[config.mk]
export PLATFORM = sky130hd
export DESIGN_NAME = fetch_stage_ctrl
export DESIGN_NICKNAME = d
export VERILOG_FILES = /design/src/rtl/fetch_stage_ctrl.sv
export SDC_FILE = /design/constraint.sdc
export NUM_CORES = 1
export LEC_CHECK = 0
export BUFFER_PORTS_ARGS = -buffer_cell sky130_fd_sc_hd__buf_4
export CORE_MARGIN = 5
export CORE_UTILIZATION = 57
export DETAILED_ROUTE_END_ITERATION = 12
export PLACE_DENSITY = 0.86
export SYNTH_ARGS = -nofsm -noshare
export SYNTH_HDL_FRONTEND = slang
export SYNTH_SLANG_ARGS = --single-unit
[constraint.sdc]
create_clock -name clk -period 5.8 [get_ports clk]
set_input_delay 1.16 -clock clk [delete_from_list [all_inputs] [get_ports clk]]
set_output_delay 1.16 -clock clk [all_outputs]
set_load 0.05 [all_outputs]
[src/rtl/fetch_stage_ctrl.sv]
// fetch_stage_ctrl: PC owner, imem request/valid handshake and IF/ID register with freeze buffering.
// Optional FETCH_PERF_CNT_EN adds saturating freeze/bubble/flush counters.
module fetch_stage_ctrl #(
    parameter logic [31:0] RESET_PC = 32'h0000_0000,
    parameter logic [31:0] NOP_WORD = 32'h0000_0000,
    parameter logic [31:0] PC_STEP  = 32'd4
) (
    input  logic        clk,
    input  logic        rst_n,
    input  logic        freeze,
    input  logic        branchTaken,
    input  logic [31:0] branchAddr,
    output logic [31:0] imemAddr,
    output logic        imemReq,
    input  logic [31:0] imemRdata,
    input  logic        imemValid,
    output logic [31:0] instruction_ID,
    output logic [31:0] pc_ID,
    output logic        valid_ID,
`ifdef FETCH_PERF_CNT_EN
    output logic [31:0] freezeCycles,
    output logic [31:0] bubbleCycles,
    output logic [31:0] flushCount,
`endif
    output logic        fetchStall
);
    typedef enum logic {FETCH, HOLD} state_t;
    state_t state, state_nx;
    logic [31:0] pc, pc_nx, hold_buf, hold_nx, instr_nx, pc_id_nx;
    logic valid_nx;
    assign imemAddr   = pc;
    assign imemReq    = rst_n && state == FETCH;
    assign fetchStall = rst_n && state == FETCH && !freeze && !branchTaken && !imemValid;
    always_comb begin
        state_nx = state;
        pc_nx    = pc;
        hold_nx  = hold_buf;
        instr_nx = instruction_ID;
        pc_id_nx = pc_ID;
        valid_nx = valid_ID;
        if (branchTaken) begin
            state_nx = FETCH;
            pc_nx    = branchAddr;
            hold_nx  = NOP_WORD;
            instr_nx = NOP_WORD;
            valid_nx = 1'b0;
        end else if (state == HOLD) begin
            if (!freeze) begin
                state_nx = FETCH;
                pc_nx    = pc + PC_STEP;
                instr_nx = hold_buf;
                pc_id_nx = pc + PC_STEP;
                valid_nx = 1'b1;
            end
        end else if (!freeze) begin
            pc_nx    = imemValid ? pc + PC_STEP : pc;
            instr_nx = imemValid ? imemRdata : NOP_WORD;
            pc_id_nx = imemValid ? pc + PC_STEP : pc_ID;
            valid_nx = imemValid;
        end else if (imemValid) begin
            // frozen pipeline: park the word so it is neither lost nor refetched
            hold_nx  = imemRdata;
            state_nx = HOLD;
        end
    end
    always_ff @(posedge clk or negedge rst_n) begin
        if (!rst_n) begin
            state          <= FETCH;
            pc             <= RESET_PC;
            hold_buf       <= NOP_WORD;
            instruction_ID <= NOP_WORD;
            pc_ID          <= 32'd0;
            valid_ID       <= 1'b0;
        end else begin
            state          <= state_nx;
            pc             <= pc_nx;
            hold_buf       <= hold_nx;
            instruction_ID <= instr_nx;
            pc_ID          <= pc_id_nx;
            valid_ID       <= valid_nx;
        end
    end
`ifdef FETCH_PERF_CNT_EN
    always_ff @(posedge clk or negedge rst_n) begin
        if (!rst_n) begin
            freezeCycles <= 32'd0;
            bubbleCycles <= 32'd0;
            flushCount   <= 32'd0;
        end else begin
            freezeCycles <= freezeCycles + {31'd0, freeze && !branchTaken && freezeCycles != '1};
            bubbleCycles <= bubbleCycles + {31'd0, fetchStall && bubbleCycles != '1};
            flushCount   <= flushCount + {31'd0, branchTaken && flushCount != '1};
        end
    end
`endif
endmodule

==> results of run 1 <==
[cells by family after synthesis]
family,synth area share
AO/OA/AOI/OAI,0.147
flip-flops,0.527
AND/OR/NAND/NOR,0.217
XOR/XNOR,0.0652
multiplexers,0.00527
adder cells (fa/ha/maj),0.00203
buffers and inverters,0.0371
[cells in the final DEF (no fill, tap or decap), types with 5 or more instances in the layout]
cell type  Yosys  final
clkbuf_8       0      5
xor2_1        19     19
a21oi_1       65     65
buf_4          0    171
nor3_1        14     14
or3_1          5      5
clkbuf_16      0     16
a22oi_1       31     31
nor2_1        78     78
xnor2_1       27     27
o21ai_0       56     55
nand2_1      154    154
nor4_1         6      6
nand3_1       18     18
nand4_1       11     11
and3_1         6      6
dfrtp_1      130    130
[where the power goes]
group / switching (W) / total (W) / internal [W]
Sequential: 0.0000812 / 0.00107 / 0.000990
Combinational: 0.000443 / 0.000637 / 0.000195
Clock: 0.000377 / 0.00103 / 0.000652
Total: 0.000901 / 0.00274 / 0.00184
[worst max-delay path by stage]
stage / to / cells after the start
after global placement: fetchStall / 4
after global routing: fetchStall / 4
after CTS: fetchStall / 4
after floorplan: fetchStall / 3
after detailed placement: fetchStall / 4
final: fetchStall / 4
[metrics by stage]
stage          hold slack (ns)  std cells  total power [W]
2_1_floorplan            0.502        707          0.00148
3_3_place_gp             0.463        964          0.00170
3_5_place_dp             0.472        964          0.00172
4_1_cts                  0.485        995          0.00275
5_1_grt                  0.499        995          0.00285
6_report                 0.481        995          0.00274
[registers in the layout, indices dropped and copies added, names as in the netlist]
name and flops:
instruction_ID 32, hold_buf 32, pc_ID 32, valid_ID 1
imemAddr 32, state 1
[layout make-up]
cell class              count  share of cell area
well taps                 140              0.0218
clock inverters             9              0.0131
repair buffers            172               0.161
inverters                   3             0.00140
clock buffers              22              0.0590
multi-input cells         519               0.338
flip-flops and latches    130               0.406
[per-layer routing]
layer	vias to the layer above	global-route usage
li1	2665	-
met1	2729	0.340
met2	328	0.448
met3	49	0.0788
met4	0	0.104
met5	-	0
[worst max-delay path: stages]
cell and delay [ns]:
buf_4 0.52, nor2_1 0.18, and3_1 0.26, buf_4 0.19
==> metrics.txt, run 1 <==
final WL=17100 um; Via-to-Cell Ratio=5.80; setup ws final=2.29 ns; die area=13000 um2; Slew HR=0.198; initial antenna violation count=0; Buffers on Ports=167; Main synth FF type=dfrtp_1; most common cell in the netlist=nand2_1; Congestion Overflow GR=0; vias in the first global route=5643; Clock transition at path regs=0.06 ns; Seq/Total Area, Yosys=0.527; worst min path class=flop to flop; DRC viols=0; ant diodes=0; Crit Path Class=input port to output pin; Clk Latency, worst-skew pair=0.53 ns; CTS tree=yes; fin crit period=3.51 ns; GPL Wtd Cong=0.873; setup_tns=0 ns; Critical Path Source=freeze; hold_buf cts=0; htree depth=4; largest net degree at the start of global routing=81; Root Buffer=clkbuf_8; post-synth top area share=0.527; CORE AREA=10700 um2; VDD IR-drop max=0.000199 V; crit path max fanout=73; Max Cap Violations=0; R2R depth=6; post-route ant nets=0; placed cell area=7440 um2; endpoints failing hold=0; synth warn=0; post-synth top area cell=dfrtp_1; Tot GR Track Use=0.272; Die X=114 um; mapped cell area=6180 um2; Mean Syn Cell Area=8.74 um2; synthesized net count=777; die height=114 um; Slew @ Worst Pin=1.20 ns; Clock Sinks=130; dpl ws=2.32 ns; max layer used=met4; hold depth=2; Startpoint Class=input port; Highest Clock Rate=285 MHz; Critical Path AT=2.35 ns; r2r startpoint=imemAddr[2]; #FFs+latches synth=130; share of layout cells above drive strength 1=0.244; most frequent cells after synthesis=nand2_1 (154), dfrtp_1 (130), nor2_1 (78); first-pass GRT wire length=28000 um; Slew Viols, Final=0; Endpoint, Worst Hold=pc_ID[28]; Leakage Power=3.68 nW; CTS resizes=0; Crit. End Element=output pin; endpoints failing setup=0; Met3 Routed Length=1700 um; area of the multi-input gates=2710 um2; Post-Syn Instances=707; Final nets=913; unrepaired setup endpoints after global routing=false; maximum buffer depth of the clock tree=2; dominant cells by area after synthesis=dfrtp_1 (53%), nand2_1 (9.4%), a21oi_1 (5.3%), nor2_1 (4.7%), o21ai_0 (4.5%); wire length on met2=8550 um; Setup Skew=0.0119 ns; Sequential cell area=3250 um2; Post-synth EDFFs=0; setup bufs post-CTS=0; Initial Utilization=0.575; DRC marker count from the first detailed-route iteration=611; P&R area growth vs syn=29.9%; detailed placement HPWL=11500 um; drt wl/cell=17.2 um; IO Pins=168; fin util=0.747; Yosys cell types=35; CP required=4.64 ns; Filler cells=783; Vias=5771; status=finished, final reports clean; TritonRoute pass-1 iters=7; num rows=38; FFs w/ async S/R, synth=1.00; FF-to-FF End=imemAddr[18]; hold path startpoint=pc_ID[28]; DRT met1 WL=6340 um; R2R Setup Slk=3.14 ns; period utilization=0.605; PD cells=341 nW/um2; total CTS buffers=17; post-route cell area=8020 um2
No activity file was read; power rests on OpenSTA's default activity.
==> run 2: changes to the inputs <==
- ABC_AREA: default -> 1
- CORE_UTILIZATION: 57 -> 53
- PLACE_DENSITY: 0.86 -> 0.81
- clock period: 5.8 -> 3.3 ns (I/O delays scaled with it)
==> run 2 against run 1 <==
  * Combinational power grew 93%
  * Critical path depth grew 1
  * Final cell count grew 4.0%
  * Sequential power grew 80%
  * Flip-flop and latch count is the same
  * Synthesized cell count grew 2.5%
  * Area after synthesis is essentially flat
  * Count of clock-buffer cells in the layout shrank 4
  * Critical endpoint unchanged
  * Highest routed layer unchanged
==> metrics.txt, run 2 <==
status=finished, final reports clean (unchanged); ant diodes=0 (unchanged); PD cells=641 nW/um2 (was 341 nW/um2); most frequent cells in the layout=nand2_1 (181), buf_4 (174), dfrtp_1 (130) (was buf_4 (171), nand2_1 (154), dfrtp_1 (130)); DRC viols=0 (unchanged); Tot GR Track Use=0.253 (was 0.272); most common cell in the netlist=nand2_1 (unchanged); placed cell area=7440 um2 (about the same); fin util=0.708 (was 0.747); Clock transition at path regs=0.06 ns (about the same); total CTS buffers=17 (unchanged); crit path max fanout=34 (was 73); Filler cells=868 (was 783); Logic pwr share=0.236 (was 0.233); Main synth FF type=dfrtp_1 (unchanged); P&R area growth vs syn=31.0% (was 29.9%); Vias=5857 (was 5771); Crit. End Element=output pin (unchanged); mapped cell area=6170 um2 (was 6180 um2); synth warn=0 (unchanged); post-synth top area share=0.527 (about the same); largest net degree at the start of global routing=71 (was 81); share of layout cells above drive strength 1=0.261 (was 0.244); Clock Sinks=130 (unchanged); Slew HR=0.276 (was 0.198); Buffers on Ports=167 (unchanged); htree depth=4 (unchanged); commonest non-fill, non-tap cell in the layout=nand2_1 (was buf_4); Flop pwr share=0.372 (was 0.391); CORE AREA=11400 um2 (was 10700 um2); endpoints failing setup=0 (unchanged); post-synth top area cell=dfrtp_1 (unchanged); dominant cells by area after synthesis=dfrtp_1 (53%), nand2_1 (11%), nand3_1 (9.1%), a22oi_1 (5.7%), o21ai_0 (5.2%) (was dfrtp_1 (53%), nand2_1 (9.4%), a21oi_1 (5.3%), nor2_1 (4.7%), o21ai_0 (4.5%)); Seq/Total Area, Yosys=0.527 (about the same); maximum buffer depth of the clock tree=2 (unchanged); Leakage Power=4.02 nW (was 3.68 nW); endpoints failing hold=0 (unchanged); CTS resizes=0 (unchanged); Post-synth EDFFs=0 (unchanged); Highest Clock Rate=447 MHz; post-route ant nets=0 (unchanged); Yosys cell types=29 (was 35); Slew @ Worst Pin=1.08 ns (was 1.20 ns); worst min path class=input port to asynchronous set/reset pin (was flop to flop); Sw Ratio=0.337 (was 0.329); first-pass GRT wire length=28900 um (was 28000 um); Via-to-Cell Ratio=5.66 (was 5.80); final WL=17500 um (was 17100 um); Setup Skew=0.00570 ns (was 0.0119 ns); Initial Utilization=0.541 (was 0.575); die height=118 um (was 114 um); vias in the first global route=5819 (was 5643); CTS tree=yes (unchanged); #FFs+latches synth=130 (unchanged); Root Buffer=clkbuf_16 (was clkbuf_8); Clock power frac=0.392 (was 0.376); setup_tns=0 ns (unchanged); Clk Latency, worst-skew pair=0.42 ns (was 0.53 ns); Critical Path AT=1.58 ns (was 2.35 ns); CP required=2.64 ns (was 4.64 ns); Pint=0.00344 W (was 0.00184 W); synthesized net count=795 (was 777); Mean Syn Cell Area=8.52 um2 (was 8.74 um2); drt wl/cell=16.9 um (was 17.2 um); VDD IR-drop max=0.000346 V (was 0.000199 V); FFs w/ async S/R, synth=1.00 (unchanged); period utilization=0.678; detailed placement HPWL=11800 um (was 11500 um); Max Cap Violations=0 (unchanged); most frequent cells after synthesis=nand2_1 (181), dfrtp_1 (130), nand3_1 (112) (was nand2_1 (154), dfrtp_1 (130), nor2_1 (78)); post-route cell area=8090 um2 (was 8020 um2); DRC marker count from the first detailed-route iteration=531 (was 611); Die X=118 um (was 114 um); total net switching power=0.00175 W (was 0.000901 W); setup bufs post-CTS=0 (unchanged); unrepaired setup endpoints after global routing=false (unchanged); Congestion Overflow GR=0 (unchanged); GPL Wtd Cong=0.943 (was 0.873); Post-Syn Instances=725 (was 707); initial antenna violation count=0 (unchanged); Slew Viols, Final=0 (unchanged); TritonRoute pass-1 iters=5 (was 7); Final nets=949 (was 913); Crit Path Class=input port to output pin (unchanged); die area=13900 um2 (was 13000 um2); hold_buf cts=0 (unchanged); Startpoint Class=input port (unchanged); fin crit period=2.24 ns; num rows=39 (was 38); IO Pins=168 (unchanged)
run 2: cell count changes after synthesis, sizes merged, moves of 8 or more:
cell and delta:
nor2 -24, inv +58, a21oi -59, a22oi +16, xnor2 -23, clkbuf -23
xor2 -19, nand4 -12, nand3 +94, o21bai +8, buf +8, nand2 +33
nor3 -12, o21ai +11
run 2: final cells by class:
type                            count  area (um2)  share of cell area
Clock buffer                       18         439              0.0543
Clock inverter                     14         204              0.0252
Inverter                           61         229              0.0283
Multi-Input combinational cell    494        2470               0.305
Sequential cell                   130        3250               0.402
Tap cell                          143         179              0.0221
Timing Repair Buffer              175        1320               0.163
run 2: worst max-delay path, stage by stage:
cell and delay, ns:
buf_4 0.26, nor2_8 0.20, inv_1 0.07, nor3_1 0.15, buf_4 0.24
run 2: cells by family (layout without fill, tap and decap cells):
| logic type | Yosys count | count (layout) | synth area share |
|---|---|---|---|
| XOR/XNOR | 4 | 4 | 0.00567 |
| adder cells (fa/ha/maj) | 1 | 1 | 0.00203 |
| buffers and inverters | 101 | 268 | 0.0742 |
| AO/OA/AOI/OAI | 130 | 130 | 0.130 |
| AND/OR/NAND/NOR | 359 | 359 | 0.261 |
| flip-flops | 130 | 130 | 0.527 |
run 2: power by group through the flow:
stage	sequential, W	combinational [W]	clock [W]
after floorplan	0.00240	0.000327	0
after global placement	0.00194	0.00121	0
after detailed placement	0.00195	0.00123	0
after CTS	0.00193	0.00123	0.00204
after global routing	0.00195	0.00131	0.00213
final	0.00193	0.00123	0.00203
run 2: path summary, 6_finish.rpt:
kind / depth (start not counted) / start / to / slack (ns)
min reg2reg: 2 / pc_ID[6] / pc_ID[6] / 0.48
max reg2reg: 6 / state / instruction_ID[18] / 1.07
max in group asynchronous: 3 / rst_n / instruction_ID[14] / 1.62
max: 5 / branchTaken / fetchStall / 1.06
min in group clk: 3 / branchAddr[0] / imemAddr[0] / 0.47
min: 1 / rst_n / pc_ID[4] / 0.13
run 2: stage by stage:
step / hold WS [ns] / total power, W / worst slack [ns] / std cells
after global routing: 0.147 / 0.00539 / 0.842 / 1035
after CTS: 0.139 / 0.00520 / 1.05 / 1035
final: 0.133 / 0.00518 / 1.06 / 1035
after floorplan: 0.364 / 0.00273 / 0.352 / 725
after global placement: 0.464 / 0.00315 / 1.05 / 1003
after detailed placement: 0.469 / 0.00318 / 0.972 / 1003
run 2: per-layer routing:
metal | GRT usage | vias up | part of all wire
li1 | - | 2716 | -
met1 | 0.319 | 2825 | 0.40
met2 | 0.411 | 278 | 0.49
met3 | 0.0822 | 38 | 0.094
met4 | 0.0860 | 0 | 0.021
met5 | 0 | - | 0
==> run 3: changes to the inputs <==
- clock period: 3.3 -> 2.1 ns (I/O delays scaled with it)
==> run 3 against run 2 <==
  * Sequential power is 57% higher
  * Final cell count stayed put
  * Routed wire length is 0.89% higher
  * Flip-flop and latch count stayed put
  * Critical path depth is 2 lower
  * Largest power group is now sequential cells
  * Global-route usage is 0.66 points higher
  * Setup slack worse by 0.98 ns
==> metrics.txt, run 3 (synthesis results as in run 2) <==
status=finished, final reports clean (unchanged); largest net degree at the start of global routing=131 (was 71); Setup Skew=0.0108 ns (was 0.00570 ns); Slew @ Worst Pin=1.08 ns (about the same); Root Buffer=clkbuf_16 (unchanged); crit-path max cell delay=0.46 ns (was 0.26 ns); Logic pwr share=0.255 (was 0.236); Slew Viols, Final=0 (unchanged); DRC viols=0 (unchanged); Critical Path AT=1.59 ns (was 1.58 ns); Sw Ratio=0.343 (was 0.337); Vias=5838 (was 5857); detailed placement HPWL=12000 um (was 11800 um); ant diodes=0 (unchanged); Final nets=951 (was 949); r2r startpoint=state (unchanged); CP endpoint=imemReq (was fetchStall); setup bufs post-CTS=0 (unchanged); R2R depth=5 (was 6); num rows=39 (unchanged); first-pass GRT wire length=29900 um (was 28900 um); Congestion Overflow GR=0 (unchanged); crit path max fanout=33 (was 34); endpoints failing setup=0 (unchanged); Critical Path Source=state (was branchTaken); FF-to-FF End=instruction_ID[0] (was instruction_ID[18]); initial antenna violation count=0 (unchanged); Final Total Pwr=0.00762 W (was 0.00518 W); die area=13900 um2 (unchanged); most frequent cells in the layout=nand2_1 (181), buf_4 (174), dfrtp_1 (130) (unchanged); Highest Clock Rate=497 MHz; Slew HR=0.278 (was 0.276); Crit Path Class=flop to output pin (was input port to output pin); Clock transition at path regs=0.06 ns (about the same); final WL=17600 um (was 17500 um); drt wl/cell=17.0 um (was 16.9 um); sum of buffers and inverters on the critical path=2 (was 3); Tot GR Track Use=0.260 (was 0.253); Crit. End Element=output pin (unchanged); Worst path top cell family by delay=buffers and inverters (unchanged); TritonRoute pass-1 iters=6 (was 5); maximum buffer depth of the clock tree=2 (unchanged); CP cell instances=buf_4 > nor2_1 > buf_4 (was buf_4 > nor2_8 > inv_1 > nor3_1 > buf_4); IO Pins=168 (unchanged); commonest non-fill, non-tap cell in the layout=nand2_1 (unchanged); endpoints failing hold=0 (unchanged); VDD IR-drop max=0.000760 V (was 0.000346 V); GPL Wtd Cong=0.985 (was 0.943); Initial Utilization=0.541 (unchanged); CP required=1.68 ns (was 2.64 ns); share of layout cells above drive strength 1=0.260 (was 0.261); Flop pwr share=0.397 (was 0.372); worst min path class=input port to asynchronous set/reset pin (unchanged); Crit-path slowest cell=dfrtp_1 (was buf_4); Leakage Power=4.01 nW (was 4.02 nW); unrepaired setup endpoints after global routing=false (unchanged); Worst path depth=3 (was 5); DRC marker count from the first detailed-route iteration=543 (was 531); CTS resizes=0 (unchanged); PD cells=950 nW/um2 (was 641 nW/um2); hold_buf cts=0 (unchanged); Clk Latency, worst-skew pair=0.42 ns (about the same); Startpoint Class=flop (was input port); Pint=0.00501 W (was 0.00344 W); Max Cap Violations=0 (unchanged); Clock power frac=0.348 (was 0.392); fin crit period=2.01 ns; vias in the first global route=5950 (was 5819); htree depth=4 (unchanged); period utilization=0.959; setup_tns=0 ns (unchanged); R2R Setup Slk=0.15 ns (was 1.07 ns); most frequent CP cell=buf_4 (unchanged); CTS tree=yes (unchanged); Via-to-Cell Ratio=5.64 (was 5.66); CORE AREA=11400 um2 (unchanged); Clock Sinks=130 (unchanged); Buffers on Ports=167 (unchanged); P&R area growth vs syn=29.9% (was 31.0%); total net switching power=0.00261 W (was 0.00175 W); post-route ant nets=0 (unchanged); total CTS buffers=17 (unchanged); Die X=118 um (unchanged); die height=118 um (unchanged)
[run 3: cell count changes in the layout (fill, tap and decap cells not counted), sizes merged]
cell      delta
buf          +2
bufinv       -4
clkbuf       +6
clkinv       +2
clkinvlp     -3
inv          -3
[run 3: worst min path at each step]
stage | start | endpoint | slack, ns | depth (start not counted)
2_1_floorplan | rst_n | hold_buf[0] | 0.12 | 0
3_3_place_gp | pc_ID[29] | pc_ID[29] | 0.46 | 2
3_5_place_dp | pc_ID[7] | pc_ID[7] | 0.47 | 2
4_1_cts | rst_n | pc_ID[6] | 0.14 | 2
5_1_grt | rst_n | imemAddr[6] | 0.19 | 2
6_report | rst_n | pc_ID[5] | 0.08 | 2
[run 3: final cells by class]
cell class | instances | area [um2]
tap | 143 | 179
multi-input combinational | 494 | 2470
sequential | 130 | 3250
inverter | 61 | 229
clock buffer | 24 | 502
clock inverter | 6 | 30.0
timing repair buffer | 177 | 1360
fill | 892 | 3400
[run 3: layer usage]
layer | global-route usage | wire (um)
met4 | 0.0867 | 337
met3 | 0.0750 | 1520
met1 | 0.334 | 7020
met2 | 0.422 | 8770
met5 | 0 | 0
[run 3: power by group through the flow]
stage	Combinational, W	Clock (W)	Sequential (W)
after floorplan	0.000514	0	0.00378
after global placement	0.00190	0	0.00305
after detailed placement	0.00194	0	0.00306
after CTS	0.00195	0.00268	0.00303
after global routing	0.00208	0.00280	0.00306
final	0.00194	0.00265	0.00303
[run 3: per-stage QoR]
stage	util	instance area (um2)	instances	worst slack [ns]	hold WS (ns)
after CTS	0.702	8020	1035	0.101	0.143
final	0.702	8020	1035	0.0868	0.0803
after floorplan	-	6180	725	0.0579	0.124
after detailed placement	0.656	7490	1005	0.131	0.468
after global routing	0.702	8020	1035	0.00837	0.187
after global placement	0.656	7490	1005	0.289	0.464
